$ cat src/rtl/timer_prog.sv
// timer_prog -- programmable interval timer.
//
// Counts prescaled ticks from 0 up to a run-time terminal count P and raises
// a one-cycle done pulse on the terminal tick. Periodic mode (mode = 0)
// restarts from 0 after each terminal tick; one-shot mode (mode = 1) returns
// to IDLE. One interval lasts (P+1)*PRESCALE enabled cycles.
//
// Parameters:
//   WIDTH     width of the period and count registers (>= 1)
//   PRESCALE  enabled clock cycles per count tick (>= 1)
//
// Ports:
//   clk     in   system clock, rising edge
//   reset   in   synchronous active-high reset, highest priority
//   enable  in   count gate; prescaler and count freeze while low
//   start   in   pulse: latch period/mode, clear count, enter RUN
//   stop    in   pulse: abort run, return to IDLE (beats start)
//   mode    in   0 = periodic, 1 = one-shot; sampled with start
//   period  in   terminal count P; sampled with start
//   done    out  registered one-cycle pulse on each terminal tick
//   busy    out  high while in RUN
//   count   out  current count value, registered
module timer_prog #(
  parameter int WIDTH    = 16,
  parameter int PRESCALE = 1
) (
  input  logic             clk,
  input  logic             reset,
  input  logic             enable,
  input  logic             start,
  input  logic             stop,
  input  logic             mode,
  input  logic [WIDTH-1:0] period,
  output logic             done,
  output logic             busy,
  output logic [WIDTH-1:0] count
);

  localparam int          PW       = (PRESCALE > 1) ? $clog2(PRESCALE) : 1;
  localparam logic [PW-1:0] PRE_LAST = PW'(PRESCALE - 1);

  typedef enum logic {
    IDLE = 1'b0,
    RUN  = 1'b1
  } state_t;

  state_t           state;
  logic [WIDTH-1:0] period_r;
  logic             mode_r;
  logic [PW-1:0]    pre;

  // Tick and terminal-tick decode from the current registered state.
  logic tick;
  logic terminal;

  assign tick     = (state == RUN) && enable && (pre == PRE_LAST);
  assign terminal = tick && (count == period_r);

  // Single state register stage: stop beats start beats tick.
  always_ff @(posedge clk) begin
    if (reset) begin
      state    <= IDLE;
      period_r <= '0;
      mode_r   <= 1'b0;
      pre      <= '0;
      count    <= '0;
      done     <= 1'b0;
    end else begin
      done <= 1'b0;
      if (stop) begin
        state <= IDLE;
        pre   <= '0;
        count <= '0;
      end else if (start) begin
        // A restart during RUN discards the run in progress, so no done here.
        state    <= RUN;
        period_r <= period;
        mode_r   <= mode;
        pre      <= '0;
        count    <= '0;
      end else if ((state == RUN) && enable) begin
        if (tick) begin
          pre <= '0;
          if (terminal) begin
            count <= '0;
            done  <= 1'b1;
            if (mode_r) begin
              state <= IDLE;
            end
          end else begin
            // count stays <= period_r, so this increment cannot wrap.
            count <= count + WIDTH'(1);
          end
        end else begin
          pre <= pre + PW'(1);
        end
      end
    end
  end

  assign busy = (state == RUN);

endmodule

$ cat config.mk
export PLATFORM = sky130hd
export DESIGN_NAME = timer_prog
export DESIGN_NICKNAME = d
export VERILOG_FILES = /design/src/rtl/timer_prog.sv
export SDC_FILE = /design/constraint.sdc
export NUM_CORES = 1
export LEC_CHECK = 0
export ABC_AREA = 1
export BUFFER_PORTS_ARGS = -buffer_cell sky130_fd_sc_hd__buf_2
export CORE_UTILIZATION = 54
export DETAILED_ROUTE_END_ITERATION = 8
export PLACE_DENSITY_LB_ADDON = 0.3
export SYNTH_ARGS = -nofsm -noshare
export SYNTH_HDL_FRONTEND = slang
export SYNTH_SLANG_ARGS = --single-unit
$ cat constraint.sdc
create_clock -name clk -period 1.8 [get_ports clk]
set_input_delay 0.09 -clock clk [delete_from_list [all_inputs] [get_ports clk]]
set_output_delay 0.09 -clock clk [all_outputs]
set_load 0.005 [all_outputs]
* Yosys cells after proc, flatten, opt, wreduce, memory -nomap -nowiden
Cells that the tools add are included.
Cells by class: add/sub/neg operators 2, eq/ne operators 1, muxes and demuxes 8, bitwise logic cells 4, reduce and logical (&&, ||, !) cells 13
Operator list (count):
- $add 16x1->16 const B | 1
- $eq 16x16->1 | 1
- $mux 16 | 1
- $reduce_bool 2->1 | 4
- $mux 1 | 7
- $reduce_or 5->1 | 1
- $not 1->1 | 4
- $reduce_and 2->1 | 2
- $reduce_and 4->1 | 1
- $logic_and 1x1->1 | 3
- $reduce_or 3->1 | 1
- $reduce_or 2->1 | 1
- $add 1x1->1 const B | 1
Storage, ports and cells: flip-flop bits (word level) 36, bits of input ports 22, output and inout bits 18, logic and storage cells 34

* Logic depth before layout (Yosys ltp)
Gate-level depths: netlist (run 1).
depth in word-level cells 7, mapped depth 11, depth with buffers taken out 11

* Worst setup path after synthesis (run 1)
No wires, ideal clock.
path type register to register, start register count[1], end register count[14], setup time 0.112 ns, data arrival time 1.365 ns, data required time 1.688 ns, path slack 0.323 ns, cell stages (with the launch flop) 11, path buffers 0, clock period less this slack 1.477 ns, path through dfxtp_1 -> ha_1 -> nand2_2 -> nor2_2 -> nand3_2 -> nor2_4 -> nand2_2 -> nor2_4 -> nand2_2 -> o21ai_2 -> nor2_2
On the way: cells in the longest elaborated chain, start to end 3, elaborated cells on any way between the ends 4, classes of those cells add/sub (1); eq/ne (1); mux (1); reduce/logical (1)
Ends and longest elaborated chain:
- start: declaration | RTL line 36 | output logic [WIDTH-1:0] count
- start signal: assignment | RTL line 92 | count <= count + WIDTH'(1);
- branches (longest 2 deep; another with $add 16x1->16)
- $mux 16 * | RTL line 84 | if (terminal) begin
Mark *: on every way between the ends. A chain may end at the register's enable or synchronous reset.

* Worst setup path after layout (run 1)
start register count[7], end register count[11]
The elaborated chain is that of the path after synthesis.

==> results of run 1 <==
## cells in the final DEF (no fill, tap or decap), drive strengths merged, types with 2 or more instances in the layout
master	n
a21oi	18
nor2	47
clkbuf	8
inv	36
buf	51
nand2	66
o21ai	27
xor2	2
nand4	7
nor3	2
nand3	13
xnor2	7
dfxtp	36
dlygate4sd3	8
## stage by stage
step | setup WS, ns | total power (µW) | cell area (µm²)
floorplan | 0.323 | 960 | 1880
global placement | 0.210 | 1010 | 2190
detailed placement | 0.202 | 1010 | 2190
CTS | 0.187 | 1470 | 2330
global route | 0.0383 | 1540 | 2330
finish | 0.155 | 1470 | 2330
## power by group through the flow
| stage | clock [µW] | combinational, µW | sequential [µW] |
|---|---|---|---|
| 2_1_floorplan | 0 | 108 | 853 |
| 3_3_place_gp | 0 | 153 | 856 |
| 3_5_place_dp | 0 | 156 | 857 |
| 4_1_cts | 462 | 170 | 839 |
| 5_1_grt | 503 | 195 | 842 |
| 6_report | 457 | 173 | 839 |
## worst max path at each step
stage               startpoint         to  slack, ns  depth (start not counted)
CTS                   count[7]  count[11]       0.19                          9
detailed placement    count[7]  count[11]       0.20                          9
floorplan             count[1]  count[14]       0.32                         10
global route          count[7]  count[11]       0.04                          9
finish                count[7]  count[11]       0.15                          9
global placement      count[7]  count[11]       0.21                          9
## state kept, by name, indices dropped and copies added, names as in the netlist
signal    cells
done          1
busy          1
mode_r        1
pre           1
count        16
period_r     16
## final cells by class
cell class                 count  area, µm²
sequential                    36        721
tap                           46       57.6
inverter                      36        135
multi-input combinational    195        992
fill                         313       1010
clock buffer                   8       58.8
timing repair buffer          59        365
## worst register-to-register path, stage by stage (launching register included)
cell and delay (ns):
dfxtp_1 0.49, inv_1 0.09, nand2_1 0.06, nand2_1 0.08
nor2_1 0.14, nand2_1 0.08, nor2_2 0.11, nand3_2 0.15
buf_4 0.21, nor3b_1 0.13
## cells by family after synthesis
family                   Yosys count  share of synthesized area, %
AO/OA/AOI/OAI                     46                          13.1
AND/OR/NAND/NOR                  139                          34.8
buffers and inverters             41                          8.98
flip-flops                        36                          38.3
adder cells (fa/ha/maj)            1                         0.665
XOR/XNOR                           9                          4.19
## layer usage
layer / up-vias / global-route usage, % / part of all wire (%)
met4: 0 / 11.0 / 2.6
li1: 986 / - / -
met1: 877 / 34.7 / 43
met5: - / 0 / 0
met2: 62 / 48.0 / 49
met3: 17 / 7.98 / 5.2
## timing repair
item | in CTS | in global routing
hold endpoints to repair | 7 | 0
hold buffers | 8 | 0
buffers inserted | 0 | 0
==> metrics.txt, run 1 <==
status=completed; DRC errors left=0; routability cong.=0.914; fin crit period=roughly 1.6 ns; Final Util=69.8%; # rows=21; boundary pin count=40; CTS tree=done; CTS root buf=clkbuf_4; Vias/cell=roughly 5.1; r2r setup slk=~0.15 ns; maximum level of the CTS H-tree=2; Pint=1090 µW; WL/cell=12.4 µm; Crit. End Element=register; Sink Count=36; drt pass-1 iters=4; Initial Util=56.4%; Post-synth top flop=dfxtp_1; gr ovfl total=0; # resized after CTS=0; port bufs=39; WHS Path Cells=3; most common library cells after synthesis=nand2_1, dfxtp_1, nor2_1; setup violators final=0; reported max-cap violation count=0; R2R cell count=9; fmax=approximately 610 MHz; Antenna Nets Post-Route=0; Reg power frac=between 50% and 60%; WS Path Type=register to register; WL final=4700 µm; die area=~3700 µm²; Clock power frac=a little under a third; first-pass GRT wire length=about 7700 µm; CORE AREA=3340 µm²; placed insts=~360; Synth area leaders=dfxtp_1, nand2_1, nor2_1; worst hold start=start; Switching Share=between 20 and 30%; most frequent cell after synthesis=nand2_1; Via Count=around 2000; final period utilization=91.4%; Synth Warn #=0; total track usage=between 20 and 30%; CP Launch Type=register; CP max stage cell=dfxtp_1; Arr. time, crit path=~1.9 ns; CP peak stage delay=0.49 ns; Avg Cell Area, Syn=~7 µm²; Final Skew=roughly 0.012 ns; DP Wirelength=3470 µm; CP max FO=7; Net Count, Synth=a little under 300; Net Sw Power=377 µW; share of the synthesized area in the top cell type=38.3%; P_leak=0.00105 µW; P&R area growth vs syn=23.8%; largest net degree at the start of global routing=29; hold_ws=0.0201 ns; Non-Filler Instances=380; vias in the first global route=1758; worst-margin pin slew=0.477 ns; crit path cell chain=inv_1 -> nand2_1 -> nand2_1 -> nor2_1 -> nand2_1 -> nor2_2 -> nand3_2 -> buf_4 -> nor3b_1; post-synthesis sequential area ratio=38.3%; clk_lat worst skew=0.34 ns; synthesized area=between 1500 and 2000 µm²; Crit path max-delay family=simple AND/OR/NAND/NOR gates; Setup TNS=0 ns; RSZ-0062 raised after global routing=false; # nets final=between 300 and 400; power per standard cell area=631 nW/µm²; CP Buf/Inv Count=2; Post-synth EDFFs=0; Logic pwr share=11.8%; asr flop ratio synth=0%; die width=61.0 µm; drt initial violations=132; Die H=just over 60 µm; most frequent cell on the critical path=nand2_1; initial antenna violation count=0; Antenna Cells=0; Req. time, crit path=2.04 ns; Crit Reg-Reg Startpoint=count[7]; maximum root-to-sink buffer count=2; worst hold path class=input pin to register; Yosys reg bits=36; Num CTS Buffers=5; Peak VDD IR=around 450 µV; share of layout cells above drive strength 1=26.3%; Endpoint, Worst Hold=busy; Max Slew Vio Count=0; Worst-path clk slew=0.11 ns; Post-Syn Instances=approximately 270; end of the worst register-to-register path=count[11]; post-synth top area cell=dfxtp_1; Netlist cell types=26; relative slew slack=68.2%; final hold vios=0
Note: power is estimated with default switching activity, not from simulation.
==> run 2: changes to the inputs <==
--- a/config.mk
+++ b/config.mk
@@ -7,6 +7,7 @@
 export LEC_CHECK = 0
 export ABC_AREA = 1
 export BUFFER_PORTS_ARGS = -buffer_cell sky130_fd_sc_hd__buf_2
+export CORE_ASPECT_RATIO = 1.4
 export CORE_UTILIZATION = 54
 export DETAILED_ROUTE_END_ITERATION = 8
 export PLACE_DENSITY_LB_ADDON = 0.3
==> run 2 against run 1 <==
- worst setup slack improved by 0.026 ns
- via count is 4.9% lower
- power grew 9.5%
- maximum frequency up 1.6%
- clock skew down 0.0078 ns
- critical path type unchanged
- highest routed layer unchanged
==> metrics.txt, run 2 (synthesis results as in run 1) <==
worst hold path class=input pin to register; Max Slew Vio Count=0 (unchanged); DP Wirelength=3310 µm (-4.5%); WS Path Type=register to register; Num CTS Buffers=5 (unchanged); CP peak stage delay=0.45 ns (-0.04 ns); number of setup buffers added after CTS=0 (unchanged); maximum root-to-sink buffer count=2 (unchanged); Initial Util=56.2% (-0.17 points); largest net degree at the start of global routing=29 (unchanged); die width=51.9 µm (-15%); drt pass-1 iters=4 (unchanged); vias in the first global route=1707 (-2.9%); register area=721 µm² (unchanged); WL final=4350 µm (-7.5%); # nets final=342 (-3.9%); boundary pin count=40 (unchanged); CP max FO=7 (unchanged); CP max stage cell=dfxtp_1; most frequent cell on the critical path=nand2_2; setup violators final=0 (unchanged); CP Launch Type=register; drt initial violations=53 (-60%); Final Skew=0.00445 ns (-0.00776 ns); Peak VDD IR=546 µV (+21%); Final Power=1610 µW (+9.5%); Crit. End Element=register; final period utilization=90.0% (-1.5 points); Req. time, crit path=1.99 ns (-0.05 ns); Setup TNS=0 ns (unchanged); status=completed; CORE AREA=3350 µm² (+0.30%); DRC errors left=0 (unchanged); Hold Buf Count CTS=0 (-8); final hold vios=0 (unchanged); routability cong.=0.892 (-2.4%); fmax=618 MHz (+1.6%); die area=3730 µm² (about the same); area of the multi-input gates=992 µm² (unchanged); Fillers=305 (-2.6%); clk_lat worst skew=0.29 ns (-0.05 ns); initial antenna violation count=0 (unchanged); hold_ws=0.0281 ns (+0.00806 ns); # rows=25 (+19%); Vias/cell=5.14 (+0.62%); first-pass GRT wire length=7280 µm (-5.2%); commonest cells after routing, fill and taps aside=nand2_1, buf_2, nor2_1, dfxtp_1, inv_1; biggest regs=count: 16 flops, period_r: 16 flops; Arr. time, crit path=1.81 ns (-0.08 ns); gr ovfl total=0 (unchanged); Sink Count=36 (unchanged); P&R area growth vs syn=18.7%; crit path cell chain=ha_1 -> nand2_2 -> nor2_2 -> nand3_2 -> nor2_4 -> nand2_2 -> nor2_4 -> nand2_2 -> o21ai_2 -> nor2_2; Final Util=66.8% (-3.0 points); Die H=71.8 µm (+18%); CTS root buf=clkbuf_8; # resized after CTS=0 (unchanged); Via Count=1846 (-4.9%); total track usage=26.3% (-2.3 points); Worst-path clk slew=0.07 ns (-0.04 ns); Antenna Cells=0 (unchanged); power per standard cell area=720 nW/µm² (+14%); Non-Filler Instances=359 (-5.5%); maximum level of the CTS H-tree=2 (unchanged); most common cell after layout, fill and taps aside=nand2_1; port bufs=39 (unchanged); relative slew slack=69.9% (+1.7 points); WL/cell=12.1 µm (-2.1%); CTS tree=done; placed insts=352 (-3.3%); worst-margin pin slew=0.451 ns (-0.0254 ns); share of layout cells above drive strength 1=26.0% (-0.33 points); P_leak=0.00100 µW (-4.5%); fin crit period=1.62 ns (-0.0261 ns); Antenna Nets Post-Route=0 (unchanged); reported max-cap violation count=0 (unchanged); RSZ-0062 raised after global routing=false
==> run 2: changes by cell type in the layout (fill, tap and decap cells not counted) <==
cell,before,now
buf_4,12,6
clkbuf_4,5,0
clkbuf_1,2,0
clkbuf_8,1,7
dlygate4sd3_1,8,0
==> run 2: final cells by class <==
cell class                 count  area share, %
inverter                      36           6.05
clock buffer                   7           4.31
multi-input combinational    195           44.4
sequential                    36           32.3
timing repair buffer          45           10.8
tap                           40           2.24
==> run 2: metrics by stage <==
step	area (µm²)	setup WS (ns)
final	2230	0.181
after global routing	2230	0.0519
after CTS	2230	0.200
after detailed placement	2140	0.212
after global placement	2140	0.268
after floorplan	1880	0.323
==> run 2: layer usage <==
| layer | wire, µm | global-route usage, % |
|---|---|---|
| met2 | 2220 | 45.4 |
| met5 | 0 | 0 |
| met3 | 231 | 7.64 |
| met4 | 148 | 12.3 |
| met1 | 1750 | 28.5 |
==> run 2: worst paths after layout <==
kind / from / end / slack [ns] / cells past startpoint
worst min-delay path: period[2] / period_r[2] / 0.03 / 3
worst min register to register: period_r[11] / period_r[11] / 0.47 / 2
worst max-delay path: count[1] / count[14] / 0.18 / 10
worst max register to register: count[1] / count[14] / 0.18 / 10
==> run 2: worst max-delay path: cells and delay by family (launching register included) <==
family / cells / cell delay (ns)
and+or+nand+nor: 8 / 0.71
AOI/OAI and AO/OA: 1 / 0.13
adders and majority gates: 1 / 0.23
DFF: 1 / 0.45
==> run 2: report_power, final <==
part	internal, µW	leakage (µW)	switching, µW	total, µW
combinational	64.4	0.000658	90.8	155
sequential	823	0.000294	16.5	840
clock	341	0.0000503	273	613
